File: src/rtl/pipe_stage_skid_reg_if.sv
// pipe_stage_skid_reg_if
//   Handshake and payload bundle for pipe_stage_skid_reg.
//   master : upstream/downstream driver side (drives in_*, out_ready, flush)
//   slave  : the pipeline stage itself
// Signals
//   flush                          squash all held entries
//   in_valid / in_ready            upstream handshake
//   in_wreg, in_m2reg, in_mo,
//   in_alu, in_rn                  upstream entry payload
//   out_valid / out_ready          downstream handshake
//   out_wreg, out_m2reg, out_mo,
//   out_alu, out_rn                presented entry payload
//   stall_cnt, flush_cnt           performance counters
interface pipe_stage_skid_reg_if #(
    parameter int unsigned DATA_W = 32,
    parameter int unsigned RN_W   = 5
);
    logic              flush;
    logic              in_valid;
    logic              in_ready;
    logic              in_wreg;
    logic              in_m2reg;
    logic [DATA_W-1:0] in_mo;
    logic [DATA_W-1:0] in_alu;
    logic [RN_W-1:0]   in_rn;
    logic              out_valid;
    logic              out_ready;
    logic              out_wreg;
    logic              out_m2reg;
    logic [DATA_W-1:0] out_mo;
    logic [DATA_W-1:0] out_alu;
    logic [RN_W-1:0]   out_rn;
    logic [31:0]       stall_cnt;
    logic [15:0]       flush_cnt;

    modport master (
        output flush, in_valid, in_wreg, in_m2reg, in_mo, in_alu, in_rn, out_ready,
        input  in_ready, out_valid, out_wreg, out_m2reg, out_mo, out_alu, out_rn,
        input  stall_cnt, flush_cnt
    );

    modport slave (
        input  flush, in_valid, in_wreg, in_m2reg, in_mo, in_alu, in_rn, out_ready,
        output in_ready, out_valid, out_wreg, out_m2reg, out_mo, out_alu, out_rn,
        output stall_cnt, flush_cnt
    );
endinterface

File: src/rtl/pipe_stage_skid_reg.sv
// pipe_stage_skid_reg
//   Elastic pipeline-stage register (e.g. MEM->WB) with valid/ready handshake, a 2-entry
//   skid buffer (main + skid register) and a synchronous flush. in_ready is registered so
//   there is no combinational path from out_ready back upstream.
// Ports
//   clock  : single clock, posedge
//   reset  : synchronous active-high reset (dominates flush)
//   bus    : pipe_stage_skid_reg_if.slave (handshake, payload, flush, perf counters)
// Configuration
//   PIPE_STAGE_PERF_EN : when defined, stall_cnt/flush_cnt are saturating counters;
//                        otherwise they are tied to 0.
module pipe_stage_skid_reg #(
    parameter int unsigned DATA_W = 32,
    parameter int unsigned RN_W   = 5
) (
    input logic                  clock,
    input logic                  reset,
    pipe_stage_skid_reg_if.slave bus
);

    typedef struct packed {
        logic              wreg;
        logic              m2reg;
        logic [DATA_W-1:0] mo;
        logic [DATA_W-1:0] alu;
        logic [RN_W-1:0]   rn;
    } entry_t;

    // State encodes occupancy: main only drives outputs, skid catches the overflow entry.
    typedef enum logic [1:0] {StEmpty, StOne, StTwo} state_e;

    state_e state_q, state_d;
    logic   in_ready_q, in_ready_d;
    entry_t main_q, skid_q, in_entry;
    logic   out_valid, acc, fire;
    logic   load_main_in, load_main_skid, load_skid;

    assign in_entry = '{wreg:  bus.in_wreg,
                        m2reg: bus.in_m2reg,
                        mo:    bus.in_mo,
                        alu:   bus.in_alu,
                        rn:    bus.in_rn};

    assign out_valid = (state_q != StEmpty);
    assign acc       = bus.in_valid & in_ready_q;
    assign fire      = out_valid & bus.out_ready;

    always_comb begin
        state_d        = state_q;
        load_main_in   = 1'b0;
        load_main_skid = 1'b0;
        load_skid      = 1'b0;
        unique case (state_q)
            StEmpty: begin
                if (acc) begin
                    state_d      = StOne;
                    load_main_in = 1'b1;
                end
            end
            StOne: begin
                if (acc && fire) begin
                    load_main_in = 1'b1;
                end else if (acc) begin
                    state_d   = StTwo;
                    load_skid = 1'b1;
                end else if (fire) begin
                    state_d = StEmpty;
                end
            end
            StTwo: begin
                // in_ready is low here, so acc cannot occur.
                if (fire) begin
                    state_d        = StOne;
                    load_main_skid = 1'b1;
                end
            end
            default: state_d = StEmpty;
        endcase
        // Flush drops everything, including an entry accepted this cycle; payload regs are
        // left untouched since outputs are gated by out_valid.
        if (bus.flush) begin
            state_d        = StEmpty;
            load_main_in   = 1'b0;
            load_main_skid = 1'b0;
            load_skid      = 1'b0;
        end
        in_ready_d = (state_d != StTwo);
    end

    always_ff @(posedge clock) begin
        if (reset) begin
            state_q    <= StEmpty;
            in_ready_q <= 1'b1;
            main_q     <= '0;
            skid_q     <= '0;
        end else begin
            state_q    <= state_d;
            in_ready_q <= in_ready_d;
            if (load_main_in) begin
                main_q <= in_entry;
            end else if (load_main_skid) begin
                main_q <= skid_q;
            end
            if (load_skid) begin
                skid_q <= in_entry;
            end
        end
    end

    assign bus.in_ready  = in_ready_q;
    assign bus.out_valid = out_valid;
    assign bus.out_wreg  = main_q.wreg & out_valid;
    assign bus.out_m2reg = main_q.m2reg & out_valid;
    assign bus.out_mo    = main_q.mo;
    assign bus.out_alu   = main_q.alu;
    assign bus.out_rn    = main_q.rn;

`ifdef PIPE_STAGE_PERF_EN
    logic [31:0] stall_cnt_q;
    logic [15:0] flush_cnt_q;

    always_ff @(posedge clock) begin
        if (reset) begin
            stall_cnt_q <= '0;
            flush_cnt_q <= '0;
        end else begin
            if (out_valid && !bus.out_ready && (stall_cnt_q != '1)) begin
                stall_cnt_q <= stall_cnt_q + 32'd1;
            end
            if (bus.flush && out_valid && (flush_cnt_q != '1)) begin
                flush_cnt_q <= flush_cnt_q + 16'd1;
            end
        end
    end

    assign bus.stall_cnt = stall_cnt_q;
    assign bus.flush_cnt = flush_cnt_q;
`else
    assign bus.stall_cnt = '0;
    assign bus.flush_cnt = '0;
`endif

endmodule

File: src/flat_wrapper.sv
// flat-port wrapper written by rule: the top's interface ports become plain ports
module pipe_stage_skid_reg_flat 
#(
    parameter int unsigned DATA_W = 32,
    parameter int unsigned RN_W   = 5
)
  (clock, reset, bus_flush, bus_in_valid, bus_in_wreg, bus_in_m2reg, bus_in_mo, bus_in_alu, bus_in_rn, bus_out_ready, bus_in_ready, bus_out_valid, bus_out_wreg, bus_out_m2reg, bus_out_mo, bus_out_alu, bus_out_rn, bus_stall_cnt, bus_flush_cnt);
  pipe_stage_skid_reg_if #(.DATA_W(DATA_W), .RN_W(RN_W)) bus_i ();
  input logic clock;
  input logic reset;
  input wire logic [$bits(bus_i.flush)-1:0] bus_flush;
  input wire logic [$bits(bus_i.in_valid)-1:0] bus_in_valid;
  input wire logic [$bits(bus_i.in_wreg)-1:0] bus_in_wreg;
  input wire logic [$bits(bus_i.in_m2reg)-1:0] bus_in_m2reg;
  input wire logic [$bits(bus_i.in_mo)-1:0] bus_in_mo;
  input wire logic [$bits(bus_i.in_alu)-1:0] bus_in_alu;
  input wire logic [$bits(bus_i.in_rn)-1:0] bus_in_rn;
  input wire logic [$bits(bus_i.out_ready)-1:0] bus_out_ready;
  output wire logic [$bits(bus_i.in_ready)-1:0] bus_in_ready;
  output wire logic [$bits(bus_i.out_valid)-1:0] bus_out_valid;
  output wire logic [$bits(bus_i.out_wreg)-1:0] bus_out_wreg;
  output wire logic [$bits(bus_i.out_m2reg)-1:0] bus_out_m2reg;
  output wire logic [$bits(bus_i.out_mo)-1:0] bus_out_mo;
  output wire logic [$bits(bus_i.out_alu)-1:0] bus_out_alu;
  output wire logic [$bits(bus_i.out_rn)-1:0] bus_out_rn;
  output wire logic [$bits(bus_i.stall_cnt)-1:0] bus_stall_cnt;
  output wire logic [$bits(bus_i.flush_cnt)-1:0] bus_flush_cnt;
  assign bus_i.flush = bus_flush;
  assign bus_i.in_valid = bus_in_valid;
  assign bus_i.in_wreg = bus_in_wreg;
  assign bus_i.in_m2reg = bus_in_m2reg;
  assign bus_i.in_mo = bus_in_mo;
  assign bus_i.in_alu = bus_in_alu;
  assign bus_i.in_rn = bus_in_rn;
  assign bus_i.out_ready = bus_out_ready;
  assign bus_in_ready = bus_i.in_ready;
  assign bus_out_valid = bus_i.out_valid;
  assign bus_out_wreg = bus_i.out_wreg;
  assign bus_out_m2reg = bus_i.out_m2reg;
  assign bus_out_mo = bus_i.out_mo;
  assign bus_out_alu = bus_i.out_alu;
  assign bus_out_rn = bus_i.out_rn;
  assign bus_stall_cnt = bus_i.stall_cnt;
  assign bus_flush_cnt = bus_i.flush_cnt;
  pipe_stage_skid_reg #(.DATA_W(DATA_W), .RN_W(RN_W)) u_core (.clock(clock), .reset(reset), .bus(bus_i));
endmodule
File: config.mk
export PLATFORM = sky130hd
export DESIGN_NAME = pipe_stage_skid_reg_flat
export DESIGN_NICKNAME = d
export VERILOG_FILES = /design/src/rtl/pipe_stage_skid_reg_if.sv /design/src/rtl/pipe_stage_skid_reg.sv /design/src/flat_wrapper.sv
export SDC_FILE = /design/constraint.sdc
export NUM_CORES = 1
export LEC_CHECK = 0
export ABC_CLOCK_PERIOD_IN_PS = 3700
export CORE_MARGIN = 1.5
export CORE_UTILIZATION = 52
export DETAILED_ROUTE_END_ITERATION = 7
export PLACE_DENSITY_LB_ADDON = 0.05
export RECOVER_POWER = 25
export SYNTH_ARGS = -nofsm -noshare
export SYNTH_HDL_FRONTEND = slang
export SYNTH_SLANG_ARGS = --single-unit
File: constraint.sdc
create_clock -name clock -period 3.7 [get_ports clock]
set_input_delay 0.74 -clock clock [delete_from_list [all_inputs] [get_ports clock]]
set_output_delay 0.74 -clock clock [all_outputs]
set_load 0.05 [all_outputs]
# After elaboration in Yosys (flattened, before gate mapping)
# Cells that the tools add are included.
[totals]
reg_bits = 145
elab_cells = 42
out_inout_bits = 121
input_bits = 76
[classes]
reduce_logical = 4
eq_ne = 3
bitwise = 4
n_mux = 19
[op_table]
columns = ["op", "count"]
rows = [
  ["$mux W71", 2],
  ["$mux W2", 6],
  ["$mux W1", 9],
  ["$pmux W2 S3", 1],
  ["$and A1 B1 Y1", 4],
  ["$reduce_bool A2 Y1", 2],
  ["$eq A2 B1 Y1 const B", 1],
  ["$eq A2 B2 Y1 const B", 1],
  ["$logic_not A2 Y1", 1],
  ["$ne A2 B2 Y1 const B", 1],
  ["$pmux W1 S2", 1],
  ["$logic_and A1 B1 Y1", 1],
]

# Longest topological paths before layout
# Gate-level depths: netlist (run 1).
[logic_depth]
depth_word = 8
depth_mapped = 7
depth_no_buf = 4

# Worst setup path after synthesis (run 1)
# No wires, ideal clock.
[synth_timing]
path_type = "input port to flip-flop"
startpoint = "in bus_in_valid"
endpoint = "reg u_core.main_q (netlist bit u_core.bus.out_mo[21])"
path_buffers = 3
setup_slack_ns = 1.629
setup_ns = 0.147
arrival_time_ns = 1.924
path_stages = 7
t_required_ns = 3.553
cell_sequence = "nand2_1 or4b_1 buf_2 buf_6 buf_2 nor2_1 a311oi_2"
[synth_via]
elab_chain_cells = 6
elab_cells_between_ends = 8
cone_classes = "5 x mux; 1 x bitwise; 2 x reduce/logical"
[synth_rtl]
columns = ["element", "line", "text"]
rows = [
  ["from (decl)", "flat_wrapper.sv:12", "input wire logic [$bits(bus_i.in_valid)-1:0] bus_in_valid;"],
  ["$and A1 B1 Y1 (*)", "pipe_stage_skid_reg.sv:45", "assign acc = bus.in_valid & in_ready_q;"],
  ["$logic_and A1 B1 Y1", "pipe_stage_skid_reg.sv:61", "if (acc && fire) begin"],
  ["$mux W1", "pipe_stage_skid_reg.sv:61", ""],
  ["$pmux W1 S2 (*)", "pipe_stage_skid_reg.sv:53", "unique case (state_q)"],
  ["$mux W1 (*)", "pipe_stage_skid_reg.sv:81", "if (bus.flush) begin"],
  ["$mux W71 / $reduce_bool A2 Y1 (equally long branches)", "n/a", ""],
  ["to (signal assigned)", "pipe_stage_skid_reg.sv:100", "main_q <= in_entry;"],
  ["to (signal assigned)", "pipe_stage_skid_reg.sv:102", "main_q <= skid_q;"],
  ["to (decl)", "pipe_stage_skid_reg.sv:34", "entry_t main_q, skid_q, in_entry;"],
]
# Mark *: on every way between the ends. The rest lies on a longest branch, timed or not.
# A chain may end at the register's enable or synchronous reset.

# Worst setup path in the final report (run 1)
[layout_timing]
startpoint = "in bus_out_ready"
endpoint = "reg u_core.skid_q[62] in the netlist's numbering"
[layout_via]
elab_chain_cells = 5
[layout_rtl]
columns = ["element", "line", "text"]
rows = [
  ["from (decl)", "flat_wrapper.sv:18", "input wire logic [$bits(bus_i.out_ready)-1:0] bus_out_ready;"],
  ["$and A1 B1 Y1", "pipe_stage_skid_reg.sv:46", "assign fire = out_valid & bus.out_ready;"],
  ["$logic_and A1 B1 Y1", "pipe_stage_skid_reg.sv:61", ""],
  ["$mux W1", "pipe_stage_skid_reg.sv:61", ""],
  ["$mux W1", "pipe_stage_skid_reg.sv:53", ""],
  ["$mux W1", "pipe_stage_skid_reg.sv:81", ""],
  ["to (signal assigned)", "pipe_stage_skid_reg.sv:105", "skid_q <= in_entry;"],
  ["to (decl)", "pipe_stage_skid_reg.sv:34", ""],
]
# No other way between the ends.

==> flow_summary.toml, run 1 <==
[setup_path]
cp_top_family = "buffers and inverters"
worstPathArrival_ns = 3.27
crit_buf_inv = 2
cp_slowest_stage_delay_ns = 0.68
crit_type = "in2reg"
endpoint_kind = "flip-flop"
r2r_setup_slack_ns = 1.31
startpoint_type = "input port"
crit_chain = "dlygate4sd3_1 > nand2b_1 > or4_2 > clkbuf_1 > nand2_1 > a21oi_1"
crit_fanout = 33
cp_slowest_cell = "clkbuf_1"
worst_ep_required_time_ns = 3.95

[synth]
synthTopCellsByCount = "nand2_1 (285), dfxtp_1 (145), buf_4 (117), a21oi_1 (73), nor2_1 (73)"
yosys.cell_types.count = 25
synth_top_cell_by_area = "dfxtp_1"
ys.flop_type = "dfxtp_1"
synthCells = 842
ys_seq_area_share_pct = 41.7
synthMostInstantiatedCell = "nand2_1"
synth.ff_latch_count = 145
synth_edf_count = 0
avgSynthCellArea_sq_um = 8.27
synth_top_area_share_pct = 41.7
ys_warn_count = 0
syn_area_sq_um = 6960
ys_async_sr_fraction_pct = 0
ys_top_cells_by_area = "dfxtp_1 (42%), nand2_1 (15%), a311oi_2 (15%)"

[placed_design]
placed_cell_area_sq_um = 7820
post-place-ws_ns = 0.679
gp_congestion = 0.802
numPlacedInstances = 1047
io_buffers = 148
dpl.hpwl_microns = 9950

[clock_tree]
postCtsHoldBufs = 0
cts_max_path_buffers = 2
clock_sinks = 145
cts_inserted_buffers = 17
worstSkewPairLatency_ns = 0.42
cts_tree = "done"
clkTransAtPathRegs_ns = 0.06
htreeDepth = 4
root_buffer = "clkbuf_16"
post_cts_resized = 0
cts_setup_buffers = 0

[global_routing]
gr-total-overflow = 0
antenna_found_initial = 0
grt_pass1_wl_microns = 26400
grt_start_max_net_pins = 109
first_global_vias = 5407
grt_use_total_pct = 23.2

[routing]
drtIter0Drc = 380
wl_per_cell_microns = 14.7
viasPerCell = 5.15
drtPass1Iterations = 4
drc = 0
drtAntennaViolNets = 0
drt_wl_total_microns = 15800
vias = 5548

[layout]
layout.nets = 966
drive_gt1_share_pct = 13.2
post-route-util_pct = 64.2
num-fill-cells = 1128
fin_area_sq_um = 8440
layoutNonFillerInstCount = 1078
diodes = 0
areaGrowthSynthToFinish_pct = 21.2

[hold_path]
hp-class = "reg2reg"

[sta]
max_slew_margin_pct = -11.0
clock_skew_ns = 0.00724
hold_ws_ns = 0.455
tns_ns = 0
period_needed_ns = 3.03
setup_viol = 0
min_period_over_period_pct = 81.8
layout_setup_ws_ns = 0.673
fmax_mhz = 330
report.final.slew_viol_count = 34
rsz0062_at_grt = "false"
worst_pin_slew_ns = 1.67
hold_viol_final = 0

[die]
start_util_pct = 53.0
die-area_sq_um = 14100
core-area_sq_um = 13100
die_y_microns = 119
die_w_microns = 119
ios = 197
rows = 42

[power_and_ir_drop]
power_mw = 4.19
cellPowerDensity_nw_per_um2 = 497
p_comb_share_pct = 16.7
pwr-share-seq_pct = 39.6
p_leak_nw = 2.97
switching_share_pct = 27.4
p_int_mw = 3.05
power.switching_mw = 1.15
worst_ir_drop_vdd_uv = 286
pwr-share-clk_pct = 43.7

[status]
failed_checks = "max-capacitance violations, max-slew violations"
outcome = "finished with violations"

[run]
max_cap_violations = 1
==> per-layer routing <==
layer  global-route usage, %  part of all wire, %  vias up
met5                       0                    0        -
met4                    8.36                  1.5        0
met3                    5.41                  4.8       16
met2                    38.5                   48      178
met1                    29.4                   46     2623
li1                        -                    -     2731
==> flip-flops by register name (all words and copies together), names as in the netlist <==
name,flops
u_core.bus.out_alu,32
u_core.bus.in_ready,1
u_core.bus.out_rn,5
u_core.skid_q,71
u_core.main_q,2
u_core.state_q,2
u_core.bus.out_mo,32
==> worst reg2reg max path, stage by stage (launching register included) <==
cell	delay [ns]
dfxtp_1	0.38
nand2b_1	0.15
or4_2	0.65
clkbuf_1	0.68
nand2_1	0.28
a21oi_1	0.09
==> path summary, 6_finish.rpt <==
check / end / from / cells past startpoint
setup reg to reg: u_core.skid_q[62]$_SDFFE_PP0P_ / u_core.state_q[0]$_SDFF_PP0_ / 5
hold / removal: u_core.skid_q[39]$_SDFFE_PP0P_ / u_core.skid_q[39]$_SDFFE_PP0P_ / 2
hold reg to reg: u_core.skid_q[39]$_SDFFE_PP0P_ / u_core.skid_q[39]$_SDFFE_PP0P_ / 2
setup / recovery: u_core.skid_q[62]$_SDFFE_PP0P_ / bus_out_ready / 6
==> area by class of cell <==
| type | instances | area (sq um) | area share [%] |
|---|---|---|---|
| tap | 176 | 220 | 2.61 |
| clock inverter | 10 | 156 | 1.85 |
| timing repair buffer | 161 | 1600 | 19.0 |
| clock buffer | 21 | 480 | 5.69 |
| sequential | 145 | 2900 | 34.4 |
| multi-input combinational | 565 | 3080 | 36.5 |
==> cells in the final DEF (no fill, tap or decap), types with 10 or more instances in the layout <==
| cell | netlist | layout |
|---|---|---|
| nand2_1 | 285 | 285 |
| buf_4 | 117 | 10 |
| clkbuf_16 | 0 | 17 |
| nor2_1 | 73 | 73 |
| a311oi_2 | 70 | 70 |
| a21oi_1 | 73 | 73 |
| dfxtp_1 | 145 | 145 |
| dlygate4sd3_1 | 0 | 26 |
| conb_1 | 1 | 48 |
| clkdlybuf4s50_1 | 0 | 121 |
==> logic make-up after synthesis <==
| group | synth area share [%] |
|---|---|
| and+or+nand+nor | 20.6 |
| buffers and inverters | 16.9 |
| AOI/OAI and AO/OA | 20.8 |
| DFF | 41.7 |
| other | 0.0539 |
==> power groups by stage <==
stage | Clock, mW | Sequential (mW) | Combinational (mW)
4_1_cts | 1.86 | 1.66 | 0.709
2_1_floorplan | 0 | 1.68 | 0.599
3_5_place_dp | 0 | 1.69 | 0.706
5_1_grt | 1.93 | 1.67 | 0.735
3_3_place_gp | 0 | 1.69 | 0.697
6_report | 1.83 | 1.66 | 0.699
No activity file was read; power rests on OpenSTA's default activity.
==> inputs of run 2 (changes only) <==
--- a/config.mk
+++ b/config.mk
@@ -5,9 +5,9 @@
 export SDC_FILE = /design/constraint.sdc
 export NUM_CORES = 1
 export LEC_CHECK = 0
-export ABC_CLOCK_PERIOD_IN_PS = 3700
+export ABC_CLOCK_PERIOD_IN_PS = 2760
 export CORE_MARGIN = 1.5
-export CORE_UTILIZATION = 52
+export CORE_UTILIZATION = 44
 export DETAILED_ROUTE_END_ITERATION = 7
 export PLACE_DENSITY_LB_ADDON = 0.05
 export RECOVER_POWER = 25
==> constraint.sdc (replaced) <==
create_clock -name clock -period 2.76 [get_ports clock]
set_input_delay 0.552 -clock clock [delete_from_list [all_inputs] [get_ports clock]]
set_output_delay 0.552 -clock clock [all_outputs]
set_load 0.05 [all_outputs]
==> run 2 against run 1 <==
The flow now finishes without violations. Sequential share of layout area is 0.14 points lower. Sequential power is 34% higher. Routed wire length is 2.2% higher. Non-clock buffer count is 1 higher. Register-to-register slack worse by 0.72 ns. Utilization is 8.9 points lower. Setup slack worse by 0.55 ns. Hold slack worse by 0.0011 ns. Clock skew is 0.0021 ns lower. Die area is 18% higher. Critical path type is now reg2out. Largest cell class unchanged.
==> flow_summary.toml, run 2 (synthesized netlist as in run 1, its figures left out) <==
[sta]
min_period_over_period_pct = 95.5
hold_viol_final = 0
tns_ns = 0
worst_pin_slew_ns = 0.901
report.final.slew_viol_count = 0
clock_skew_ns = 0.00519
fmax_mhz = 379
setup_viol = 0
period_needed_ns = 2.64
max_slew_margin_pct = 40.0
rsz0062_at_grt = "false"

[placed_design]
dpl.hpwl_microns = 9930
io_buffers = 148
numPlacedInstances = 1083
gp_congestion = 0.721

[setup_path]
worstPathArrival_ns = 2.08
endpoint_kind = "output port"
worst_ep_required_time_ns = 2.21
startpoint_type = "flip-flop"
r2r_setup_slack_ns = 0.59
rr_endpoint = "u_core.skid_q[11]$_SDFFE_PP0P_"
reg2reg_from = "u_core.state_q[0]$_SDFF_PP0_"
crit_fanout = 7
r2r_cells = 5
crit_type = "reg2out"

[hold_path]
whs_path_depth = 2
hp-class = "reg2reg"
hold_end = "u_core.skid_q[41]$_SDFFE_PP0P_"
hp-start = "u_core.skid_q[41]$_SDFFE_PP0P_"

[layout]
drive_gt1_share_pct = 13.3
largest_reg_flops = 71
multi_input_area_sq_um = 3080
layout.nets = 967
seqCellArea_sq_um = 2900
layout_commonest_cell = "nand2_1"
diodes = 0
final_cell_mix = "nand2_1 (285), dfxtp_1 (145), clkdlybuf4s50_1 (110)"
layoutNonFillerInstCount = 1115
areaGrowthSynthToFinish_pct = 21.7
num-fill-cells = 1414
top_register = "u_core.skid_q"

[routing]
drtAntennaViolNets = 0
drt_wl_total_microns = 16200
viasPerCell = 4.89
vias = 5456
wl_per_cell_microns = 14.5
highest_layer = "met4"
dr_wl_met2_microns = 7790
wl_met3_microns = 1020
drc = 0
drtPass1Iterations = 5
drtIter0Drc = 391
drt-met1-wl_microns = 7300

[clock_tree]
cts_max_path_buffers = 2
clock_sinks = 145
htreeDepth = 4
clkTransAtPathRegs_ns = 0.06
post_cts_resized = 0
cts_tree = "done"
cts_inserted_buffers = 17
worstSkewPairLatency_ns = 0.42
postCtsHoldBufs = 0
root_buffer = "clkbuf_16"
cts_setup_buffers = 0

[power_and_ir_drop]
cellPowerDensity_nw_per_um2 = 646
worst_ir_drop_vdd_uv = 513
p_leak_nw = 2.97

[die]
ios = 197
die_w_microns = 129
die_y_microns = 129
die-area_sq_um = 16600
start_util_pct = 45.5
core-area_sq_um = 15300
rows = 45

[global_routing]
first_global_vias = 5042
grt_use_total_pct = 19.9
antenna_found_initial = 0
grt_pass1_wl_microns = 25900
grt_start_max_net_pins = 107
gr-total-overflow = 0

[run]
max_cap_violations = 0

[status]
outcome = "finished, final reports clean"
## run 2: cell types whose count changed in the layout (fill, tap and decap cells not counted)
cell             change
bufinv_16            -1
clkinv_4             +2
clkbuf_1             +1
clkinvlp_4           +3
clkbuf_8             -4
buf_12               +2
buf_4                -2
clkdlybuf4s50_1     -11
clkbuf_4             +1
dlygate4sd3_1       +11
## run 2: power breakdown
group	total, mW	internal [mW]	leakage, nW	switching, mW
clock network	2.31	1.42	0.282	0.894
logic	0.936	0.303	1.51	0.632
registers	2.22	2.18	1.18	0.0471
## run 2: layout make-up
cell class	count	share of cell area, %
Clock buffer	18	5.06
Clock inverter	14	1.96
Multi-Input combinational cell	565	36.3
Sequential cell	145	34.3
Tap cell	211	3.12
Timing Repair Buffer	162	19.3
## run 2: how the worst max path moves through the flow
stage / from / endpoint / slack [ns] / cells after the start
detailed placement: bus_out_ready / u_core.bus.out_alu[20]$_SDFFE_PP0P_ / 0.16 / 6
finish: u_core.state_q[1]$_SDFF_PP0_ / bus_out_m2reg / 0.12 / 3
global route: u_core.state_q[1]$_SDFF_PP0_ / bus_out_m2reg / 0.04 / 3
global placement: bus_out_ready / u_core.bus.out_mo[23]$_SDFFE_PP0P_ / 0.23 / 6
CTS: u_core.state_q[1]$_SDFF_PP0_ / bus_out_m2reg / 0.1 / 3
floorplan: u_core.bus.in_ready$_SDFF_PP1_ / u_core.bus.out_mo[21]$_SDFFE_PP0P_ / 0.69 / 7
## run 2: routing by layer
metal  track usage, %  up-vias
met4             6.74        0
met2             31.9      151
li1                 -     2725
met3             5.82        5
met1             25.7     2575
met5                0        -
## run 2: critical path, cell delays in order (launching register included)
cell and delay (ns):
dfxtp_1 0.46, or2_2 0.22, and2_1 0.17, clkdlybuf4s50_1 0.81
## run 2: stage by stage
stage               utilization [%]  worst slack, ns  power, mW  hold WS [ns]  area, sq um
finish                         55.3            0.123       5.47         0.454         8470
global route                   55.3           0.0421       5.67         0.469         8470
CTS                            55.4           0.0961       5.54         0.456         8490
detailed placement             51.5            0.163       3.22         0.447         7890
global placement               51.5            0.233       3.21         0.442         7890
floorplan                         -            0.695       3.06         0.437         7140
